### config.mk
export PLATFORM = sky130hd
export DESIGN_NAME = multdiv_sequencer
export DESIGN_NICKNAME = d
export VERILOG_FILES = /design/src/rtl/cpu_pkg.sv /design/src/rtl/multdiv_sequencer_wait_timer.sv /design/src/rtl/multdiv_sequencer.sv
export SDC_FILE = /design/constraint.sdc
export NUM_CORES = 1
export LEC_CHECK = 0
export CAP_MARGIN = 20
export CORE_AREA = 2 2 49 51
export CTS_CLUSTER_SIZE = 40
export DETAILED_ROUTE_END_ITERATION = 8
export DIE_AREA = 0 0 51 53
export PLACE_DENSITY = 0.83
export SLEW_MARGIN = 10
export SYNTH_ARGS = -nofsm -noshare
export SYNTH_HDL_FRONTEND = slang
export SYNTH_SLANG_ARGS = --single-unit
### constraint.sdc
create_clock -name Clock -period 2.4 [get_ports Clock]
set_input_delay 0.6 -clock Clock [delete_from_list [all_inputs] [get_ports Clock]]
set_output_delay 0.6 -clock Clock [all_outputs]
set_load 0.02 [all_outputs]
### src/rtl/cpu_pkg.sv
// Shared CPU definitions: MULT/DIV sequencer state encoding, op selects and exception codes.
package cpu_pkg;

  localparam logic [2:0] S_IDLE     = 3'd0;
  localparam logic [2:0] S_LAUNCH   = 3'd1;
  localparam logic [2:0] S_WAIT     = 3'd2;
  localparam logic [2:0] S_WRITE    = 3'd3;
  localparam logic [2:0] S_DONE     = 3'd4;
  localparam logic [2:0] S_EXC_DIV0 = 3'd5;
  localparam logic [2:0] S_EXC_TO   = 3'd6;

  localparam logic OP_MULT = 1'b0;
  localparam logic OP_DIV  = 1'b1;

  localparam int unsigned DEFAULT_TIMEOUT = 40;
  localparam int unsigned DEFAULT_CNT_W   = 6;

  // Codes consumed by the exception-handling block.
  typedef enum logic [1:0] {
    EXC_CODE_NONE    = 2'd0,
    EXC_CODE_DIV0    = 2'd1,
    EXC_CODE_TIMEOUT = 2'd2
  } exc_code_t;

endpackage

### src/rtl/multdiv_sequencer_wait_timer.sv
// WAIT-cycle counter with synchronous clear, enable and a terminal flag at TIMEOUT-1.
module multdiv_sequencer_wait_timer #(
  parameter int unsigned TIMEOUT = 40,
  parameter int unsigned CNT_W   = 6
) (
  input  logic             Clock,
  input  logic             Reset,
  input  logic             clear,
  input  logic             enable,
  output logic [CNT_W-1:0] cnt,
  output logic             terminal_c
);

  always_ff @(posedge Clock or posedge Reset) begin
    if (Reset) begin
      cnt <= '0;
    end else if (clear) begin
      cnt <= '0;
    end else if (enable) begin
      cnt <= cnt + CNT_W'(1);
    end
  end

  assign terminal_c = (cnt == CNT_W'(TIMEOUT - 1));

endmodule

### src/rtl/multdiv_sequencer.sv
// Sequences the iterative multiplier/divider for MULT/DIV and drives HI/LO writes and exceptions.
module multdiv_sequencer
  import cpu_pkg::*;
#(
  parameter int unsigned TIMEOUT = DEFAULT_TIMEOUT,
  parameter int unsigned CNT_W   = DEFAULT_CNT_W
) (
  input  logic             Clock,
  input  logic             Reset,
  input  logic             start,
  input  logic             div_sel,
  input  logic             divisor_zero,
  input  logic             mult_done,
  input  logic             div_done,
  output logic             mult_start,
  output logic             div_start,
  output logic             hilo_src,
  output logic             hi_we,
  output logic             lo_we,
  output logic             busy,
  output logic             done,
  output logic             div0_exc,
  output logic             timeout_exc,
  output logic [CNT_W-1:0] last_cycles
);

  logic [2:0]       state_q;
  logic [2:0]       state_d;
  logic             op_q;
  logic             op_d;
  logic             sel_done;
  logic             tmr_clear;
  logic             tmr_en;
  logic             tmr_tc;
  logic [CNT_W-1:0] cnt;

  multdiv_sequencer_wait_timer #(
    .TIMEOUT (TIMEOUT),
    .CNT_W   (CNT_W)
  ) u_wait_timer (
    .Clock      (Clock),
    .Reset      (Reset),
    .clear      (tmr_clear),
    .enable     (tmr_en),
    .cnt        (cnt),
    .terminal_c (tmr_tc)
  );

  // Next-state logic; only the selected unit's done is honoured, and done beats timeout.
  always_comb begin
    state_d   = state_q;
    op_d      = op_q;
    tmr_clear = 1'b0;
    tmr_en    = 1'b0;
    sel_done  = (op_q == OP_DIV) ? div_done : mult_done;
    case (state_q)
      S_IDLE: begin
        if (start) begin
          op_d    = div_sel;
          state_d = (div_sel && divisor_zero) ? S_EXC_DIV0 : S_LAUNCH;
        end
      end
      S_LAUNCH: begin
        tmr_clear = 1'b1;
        state_d   = S_WAIT;
      end
      S_WAIT: begin
        tmr_en = 1'b1;
        if (sel_done) begin
          state_d = S_WRITE;
        end else if (tmr_tc) begin
          state_d = S_EXC_TO;
        end
      end
      S_WRITE: state_d = S_DONE;
      default: state_d = S_IDLE;
    endcase
  end

  always_ff @(posedge Clock or posedge Reset) begin
    if (Reset) begin
      state_q <= S_IDLE;
      op_q    <= OP_MULT;
    end else begin
      state_q <= state_d;
      op_q    <= op_d;
    end
  end

  // Moore outputs registered from the next state so they line up with state_q.
  always_ff @(posedge Clock or posedge Reset) begin
    if (Reset) begin
      mult_start  <= 1'b0;
      div_start   <= 1'b0;
      hi_we       <= 1'b0;
      lo_we       <= 1'b0;
      busy        <= 1'b0;
      done        <= 1'b0;
      div0_exc    <= 1'b0;
      timeout_exc <= 1'b0;
      last_cycles <= '0;
    end else begin
      mult_start  <= (state_d == S_LAUNCH) && (op_d == OP_MULT);
      div_start   <= (state_d == S_LAUNCH) && (op_d == OP_DIV);
      hi_we       <= (state_d == S_WRITE);
      lo_we       <= (state_d == S_WRITE);
      busy        <= (state_d != S_IDLE);
      done        <= (state_d == S_DONE);
      div0_exc    <= (state_d == S_EXC_DIV0);
      timeout_exc <= (state_d == S_EXC_TO);
      if ((state_q == S_WAIT) && sel_done) begin
        last_cycles <= cnt + CNT_W'(1);
      end
    end
  end

  assign hilo_src = op_q;

endmodule

# Word-level counts from Yosys, hierarchy flattened
# Index checks and enable logic that the tools add are counted.
dict set report op_classes {
  n_bitwise 1
  addsub 1
  n_reduce_logical 7
  eq_ne 9
  n_mux 12
}
# op count
set op_table {}
lappend op_table {{two-way mux 3 bit} 4}
lappend op_table {{two-way mux 6 bit} 2}
lappend op_table {{one-hot mux 3 bit (4 select lines)} 1}
lappend op_table {{equality test 3 x 2 -> 1 bit, second input constant} 3}
lappend op_table {{equality test 3 bit, second input constant} 3}
lappend op_table {{adder 6 x 1 -> 6 bit, second input constant} 1}
lappend op_table {{equality test 3 x 1 -> 1 bit, second input constant} 2}
lappend op_table {{equality test 6 bit, second input constant} 1}
lappend op_table {{two-way mux 1 bit} 5}
lappend op_table {{logical AND 1 bit} 4}
lappend op_table {{zero test 3 bit} 1}
lappend op_table {{nonzero test 3 bit} 1}
lappend op_table {{nonzero test 2 bit} 1}
lappend op_table {{NOT 1 bit} 1}
dict set report word_totals {
  input_bits 7
  ff_bits 23
  word_cells 41
}

# Longest topological paths before layout
# Gate-level depths: netlist of run 1.
dict set report logic_depth {
  word_depth 6
  depth_mapped 4
  mapped_depth_nobuf 4
}

# By module
# A second synthesis of run 1 with hierarchy kept.
dict set report unflattened {
  cells_unflattened 90
  area_unflattened_um2 1049.8
}
# mod n_inst cells_per_inst area_per_inst_um2
set modules_own_cells {}
lappend modules_own_cells {multdiv_sequencer 1 63 764.5}
lappend modules_own_cells {multdiv_sequencer_wait_timer 1 27 285.3}

# Worst setup path before layout of run 1
# OpenSTA, ideal clock, no wires.
dict set report synth_path {
  kind {reg2reg}
  startpoint {register state_q[0]}
  endpoint {register div_start}
  period_less_slack_ps 1717
  arrival_time_ps 1597
  stages_incl_launch_ff 5
  setup_slack_ps 683
  setup_ps 120
  cell_sequence {dfrtp_1 > buf_2 > or3b_4 > or4_4 > and4_1}
}
dict set report synth_via {
  elab_chain_cells 5
  elab_cells_between_ends 11
}
# item line_no
set synth_rtl {}
lappend synth_rtl {{start: declaration} multdiv_sequencer.sv:27} ;# logic [2:0] state_q;
lappend synth_rtl {{start signal: assignment} multdiv_sequencer.sv:85} ;# state_q <= state_d;
lappend synth_rtl {{two-way mux 3 bit} multdiv_sequencer.sv:71} ;# end else if (tmr_tc) begin
lappend synth_rtl {{two-way mux 3 bit} multdiv_sequencer.sv:69} ;# if (sel_done) begin
lappend synth_rtl {{one-hot mux 3 bit (4 select lines)} multdiv_sequencer.sv:56} ;# case (state_q)
lappend synth_rtl {{equality test 3 x 1 -> 1 bit} multdiv_sequencer.sv:104} ;# div_start <= (state_d == S_LAUNCH) && (op_d == OP_DIV);
lappend synth_rtl {{logical AND 1 bit (*)} multdiv_sequencer.sv:104}
lappend synth_rtl {{end signal: assignment} multdiv_sequencer.sv:104}
lappend synth_rtl {{end: declaration} multdiv_sequencer.sv:16} ;# output logic div_start,
# Mark *: on every way between the ends. The rest lies on a longest branch, timed or not.
# A chain may end at the register's enable or synchronous reset.

# Worst setup path after layout of run 1
dict set report layout_path {
  startpoint {register op_q, in the netlist hilo_src}
  endpoint {output port hilo_src}
}
# item line_no
set layout_lines {}
lappend layout_lines {{start: declaration} multdiv_sequencer.sv:29} ;# logic op_q;
lappend layout_lines {{start signal: assignment} multdiv_sequencer.sv:86} ;# op_q <= op_d;
lappend layout_lines {{end: declaration} multdiv_sequencer.sv:17} ;# output logic hilo_src,
# No word-level cell between the ends.

==> results of run 1 <==
## state kept, by name (all words and copies together), names as in the netlist
| signal | count |
|---|---|
| busy | 1 |
| done | 1 |
| lo_we | 1 |
| timeout_exc | 1 |
| last_cycles | 6 |
| mult_start | 1 |
| u_wait_timer.cnt | 6 |
| div_start | 1 |
| div0_exc | 1 |
| state_q | 3 |
| hilo_src | 1 |
## power by group
part	switching [mW]	internal [mW]
Clock	0.121	0.0624
Combinational	0.354	0.340
Sequential	0.127	0.515
Total	0.603	0.918
## stage by stage
| step | cell area [um^2] | util, % | setup WS (ns) | instances |
|---|---|---|---|---|
| after global routing | 1270 | 59.3 | 0.368 | 140 |
| after detailed placement | 1250 | 58.0 | 0.265 | 136 |
| after global placement | 1250 | 58.0 | 0.299 | 136 |
| after floorplan | 1000 | - | 0.683 | 88 |
| final | 1270 | 59.3 | 0.421 | 140 |
| after CTS | 1270 | 59.3 | 0.417 | 140 |
## layout by cell type, fill, tap and decap left out
cell type / instances
nor4b_1: 1
or3b_4: 1
dfrtp_1: 23
or2_2: 1
mux2_2: 4
ha_1: 1
clkinv_2: 1
and3_1: 2
inv_1: 4
or3_2: 1
or3_1: 1
nor2_1: 5
or4_4: 1
clkbuf_4: 3
buf_4: 3
a211oi_1: 2
and4_1: 1
nor3_1: 1
xnor2_1: 4
o21ai_0: 7
nand4b_1: 1
a41oi_1: 1
nor3b_2: 1
a31oi_1: 2
nand3_1: 2
a32oi_1: 1
nor2b_1: 1
o31ai_1: 1
a21oi_1: 7
mux2i_1: 2
nand2_1: 5
clkdlybuf4s50_1: 21
## worst max path at each step
stage               startpoint   endpoint  cells after the start
finish                hilo_src   hilo_src                      1
global route          hilo_src   hilo_src                      1
CTS                   hilo_src   hilo_src                      1
detailed placement    div_done  div_start                      4
global placement      div_done  div_start                      4
floorplan           state_q[0]  div_start                      4
## cell families (layout without fill, tap and decap cells)
family | count (synthesis) | in the layout | synth area share, %
compound gates | 21 | 21 | 12.3
xor+xnor | 4 | 4 | 3.50
buf+inv | 8 | 32 | 3.63
simple gates | 25 | 25 | 15.3
fa+ha+maj | 1 | 1 | 1.25
flops | 23 | 23 | 57.6
mux | 6 | 6 | 6.51
## layout make-up
| type | count | area [um^2] | area share, % |
|---|---|---|---|
| inverters | 4 | 15.0 | 1.18 |
| clock inverters | 1 | 5.00 | 0.393 |
| multi-input cells | 57 | 388 | 30.5 |
| repair buffers | 24 | 233 | 18.3 |
| flip-flops and latches | 23 | 576 | 45.2 |
| well taps | 28 | 35.0 | 2.75 |
| clock buffers | 3 | 22.5 | 1.77 |
## routing by layer
| metal | share of wire [%] | wire [um] | vias up |
|---|---|---|---|
| li1 | - | - | 363 |
| met1 | 43 | 814 | 376 |
| met2 | 49 | 930 | 31 |
| met3 | 6.6 | 125 | 5 |
| met4 | 1.5 | 29 | 0 |
| met5 | 0 | 0 | - |
==> metrics.yaml, run 1 <==
ctsResizeCount: 0
rsz0062_at_grt: "false"
drv_slew: 0
dpl.hpwl_um: 1400
clockRootBuffer: "clkbuf_4"
whs_ns: 0.525
clock-sinks: 23
clk_path_buf_depth: 2
max_slew.worst_pin.slew_ns: 0.611
finalPower_mw: 1.52
via_per_inst: 5.54
remaining_drc_errors: 0
yosysSeqAreaShare_pct: 57.6
met2_usage_pct: 29.2
synth_area_leader_cell: "dfrtp_1"
drive_above_1_share_pct: 14.3
r2r_end: "div_start"
hold_viol: 0
met3_usage_pct: 3.67
fin_skew_ns: 0.0126
synthFlopType: "dfrtp_1"
core_um2: 2150
clk_pin_slew_ns: 0.14
critPathTopFamily: "buffers and inverters"
fin_crit_ns: 1.98
slew-limit-headroom_pct: 59.1
ant_nets: 0
area_delta_synth_final_pct: 27.4
rrSetupSlack_ns: 0.59
synth_edf_count: 0
routed_wirelength_um: 1900
die_area_um2: 2700
cp_max_fo: 4
synth_most_common_cell: "dfrtp_1"
cts_tree: "yes"
met1_usage_pct: 19.3
finalWeightedCongestion: 0.869
synth.avg_cell_area_um2: 11.4
hold_buffers: 0
fmax_mhz: 505
clock_latency_ns: 0.32
crit_required_ns: 1.80
synthCells: 88
post_cts.repair.setup_buffers: 0
p_leak_nw: 0.550
endpoint_kind: "primary output"
min_path_type: "reg -> reg"
cp-start-kind: "flop"
async_flop_share_pct: 100
rows: 17
min_from: "last_cycles[4]"
ys_types: 31
worst-path-buf-inv: 1
max_stage_delay_ns: 0.62
start_util_pct: 46.5
power_density_nw_per_um2: 1190
yosys_warnings: 0
antenna_found_initial: 0
r2r_start: "state_q[2]"
drt_iter0_markers: 16
drt_first_pass_iters: 4
gr-total-overflow: 0
status: "finished clean"
worstSetupPathType: "reg -> out"
tns_ns: 0
fillers: 193
grt_start_max_net_pins: 24
die_height_um: 53
ios: 22
crit_arrival_ns: 1.38
netlist.area_leader.share_pct: 57.6
syn_nets: 96
final_nets: 121
die_x_um: 51
synth_area_um2: 1000
setup_violations: 0
track_usage_pct: 16.6
wire_per_inst_um: 13.6
port-buffer-count: 21
vdd_drop_max_v: 0.000663
r2r_cells: 3
ys_seq_elements: 23
critPathSlowestCell: "clkdlybuf4s50_1"
htreeDepth: 1
path_cells: "clkdlybuf4s50_1"
worstHoldEndpoint: "last_cycles[4]"
first_global_vias: 787
synth_area_leaders: "dfrtp_1 58%, mux2_2 4.5%, a21oi_1 3.5%, o21ai_0 3.5%, xnor2_1 3.5%"
num_vias: 775
maxCapViolations: 0
synth_common_cells: "23 x dfrtp_1, 7 x a21oi_1, 7 x o21ai_0"
fin_crit_sh_pct: 82.5
grt_first_pass_wirelength_um: 3330
busiest_layer: "met2"
min_delay_path_depth: 1
diodes: 0
numCtsBuffers: 3
(Power assumes the default switching activity.)
==> run 2: changes to the inputs <==
- CORE_AREA: 2 2 49 51 -> 2 2 52 54
- DIE_AREA: 0 0 51 53 -> 0 0 54 56
- PLACE_DENSITY: 0.83 -> 0.78
- clock period: 2.4 -> 1.7 ns (I/O delays scaled with it)
==> run 2 against run 1 <==
Combinational power is 51% higher. Power up 41%. Clock skew shrank 0.010 ns. Critical endpoint is now div_start. Utilization fell by 5.5 points. Wire length up 3.7%. Die area up 12%.
==> metrics.yaml, run 2 (same netlist as run 1, synthesis figures left out) <==
grt_start_max_net_pins: 24  # unchanged
gr-total-overflow: 0  # unchanged
grt_first_pass_wirelength_um: 3240  # -2.7%
final_util_pct: 53.8  # -5.5 points
cp_max_fo: 6  # +2
rsz0062_at_grt: "false"
drive_above_1_share_pct: 17.9  # +3.7 points
maxCapViolations: 0  # unchanged
clock-sinks: 23  # unchanged
clockRootBuffer: "clkbuf_4"
whs_ns: 0.430  # -0.0944 ns
cts_tree: "yes"
start_util_pct: 41.1  # -5.4 points
core_um2: 2430  # +13%
drv_slew: 0  # unchanged
wire_per_inst_um: 13.4  # -1.3%
worstSetupPathType: "reg -> reg"
dpl.hpwl_um: 1460  # +4.1%
crit_arrival_ns: 1.88  # +0.50 ns
num_vias: 757  # -2.3%
fin_crit_sh_pct: 97.7
die_height_um: 56  # +5.7%
die_x_um: 54  # +5.9%
crit_required_ns: 1.92  # +0.12 ns
track_usage_pct: 14.6  # -2.1 points
die_area_um2: 3020  # +12%
max_slew.worst_pin.slew_ns: 0.425  # -0.185 ns
clk_pin_slew_ns: 0.12  # -0.02 ns
reg.largest.list: "last_cycles: 6 flops, u_wait_timer.cnt: 6 flops, state_q: 3 flops"
dp_slack_ns: -0.242  # -0.507 ns
fin_skew_ns: 0.00220  # -0.0104 ns
htreeDepth: 1  # unchanged
power_density_nw_per_um2: 1640  # +37%
mostFrequentLayoutCell: "dfrtp_1"
ios: 22  # unchanged
hold_viol: 0  # unchanged
dpl.cell_count: 143  # +5.1%
clk_path_buf_depth: 2  # unchanged
post_cts.repair.setup_buffers: 0  # unchanged
tns_ns: 0  # unchanged
final_cell_mix: "23 x dfrtp_1, 12 x dlygate4sd2_1, 8 x buf_4, 7 x a21oi_1, 7 x o21ai_0"
remaining_drc_errors: 0  # unchanged
fmax_mhz: 602
status: "finished clean"
numCtsBuffers: 3  # unchanged
cp-start-kind: "flop"
p_leak_nw: 0.655  # +19%
slew-limit-headroom_pct: 71.4  # +12 points
area_delta_synth_final_pct: 30.8
first_global_vias: 741  # -5.8%
setup_violations: 0  # unchanged
fin_crit_ns: 1.66
final_nets: 126  # +4.1%
drt_iter0_markers: 3  # -13
fillers: 226  # +17%
stdcell_count: 147  # +5.0%
vdd_drop_max_v: 0.000781  # +18%
endpoint_kind: "flop"
diodes: 0  # unchanged
antenna_found_initial: 0  # unchanged
min_path_type: "in -> async"
via_per_inst: 5.15  # -7.0%
hold_buffers: 0  # unchanged
port-buffer-count: 21  # unchanged
ant_nets: 0  # unchanged
drt_first_pass_iters: 4  # unchanged
routed_wirelength_um: 1970  # +3.7%
timing.final.ws_setup_ns: 0.0385  # -0.382 ns
rows: 18  # +1
finalWeightedCongestion: 0.738  # -15%
clock_latency_ns: 0.31  # about the same
-- run 2: critical path, cell delays in order (launching register included) --
cell and delay (ns):
dfrtp_1 0.40, or3b_4 0.43, or4_4 0.53, and4_1 0.20
-- run 2: layout make-up --
| class | count | area (um^2) | share of cell area (%) |
|---|---|---|---|
| inverter | 4 | 15.0 | 1.15 |
| multi-input combinational | 57 | 390 | 29.9 |
| tap | 30 | 37.5 | 2.87 |
| clock buffer | 4 | 26.3 | 2.01 |
| sequential | 23 | 576 | 44.0 |
| timing repair buffer | 29 | 263 | 20.1 |
-- run 2: worst paths after layout --
path                                     start              to  slack (ns)  cells past startpoint
max in group asynchronous                Reset            busy        1.05                      3
min in group Clock              last_cycles[1]  last_cycles[1]        0.52                      1
worst max-delay path                state_q[2]       div_start        0.04                      3
worst min register to register  last_cycles[1]  last_cycles[1]        0.52                      1
worst min-delay path                     Reset       div_start        0.43                      3
worst max register to register      state_q[2]       div_start        0.04                      3
-- run 2: per-stage QoR --
stage / power (mW) / area [um^2]
final: 2.15 / 1310
after global routing: 2.31 / 1310
after CTS: 2.17 / 1300
after detailed placement: 1.99 / 1290
after global placement: 1.95 / 1290
after floorplan: 1.51 / 1000
-- run 2: metal layers --
layer / vias to the layer above / GRT usage [%] / wire (um)
li1: 372 / - / -
met1: 358 / 17.4 / 825
met2: 24 / 24.2 / 999
met3: 3 / 3.23 / 117
met4: 0 / 6.43 / 28
met5: - / 0 / 0
-- run 2: timing repair --
item | CTS | global route
endpoints found under the setup margin | 12 | 5
pin swaps | 0 | 0
gates resized for setup | 12 | 4
-- run 2: report_power, final --
group / internal (mW) / switching (mW)
logic: 0.468 / 0.578
registers: 0.728 / 0.116
clock network: 0.0918 / 0.163
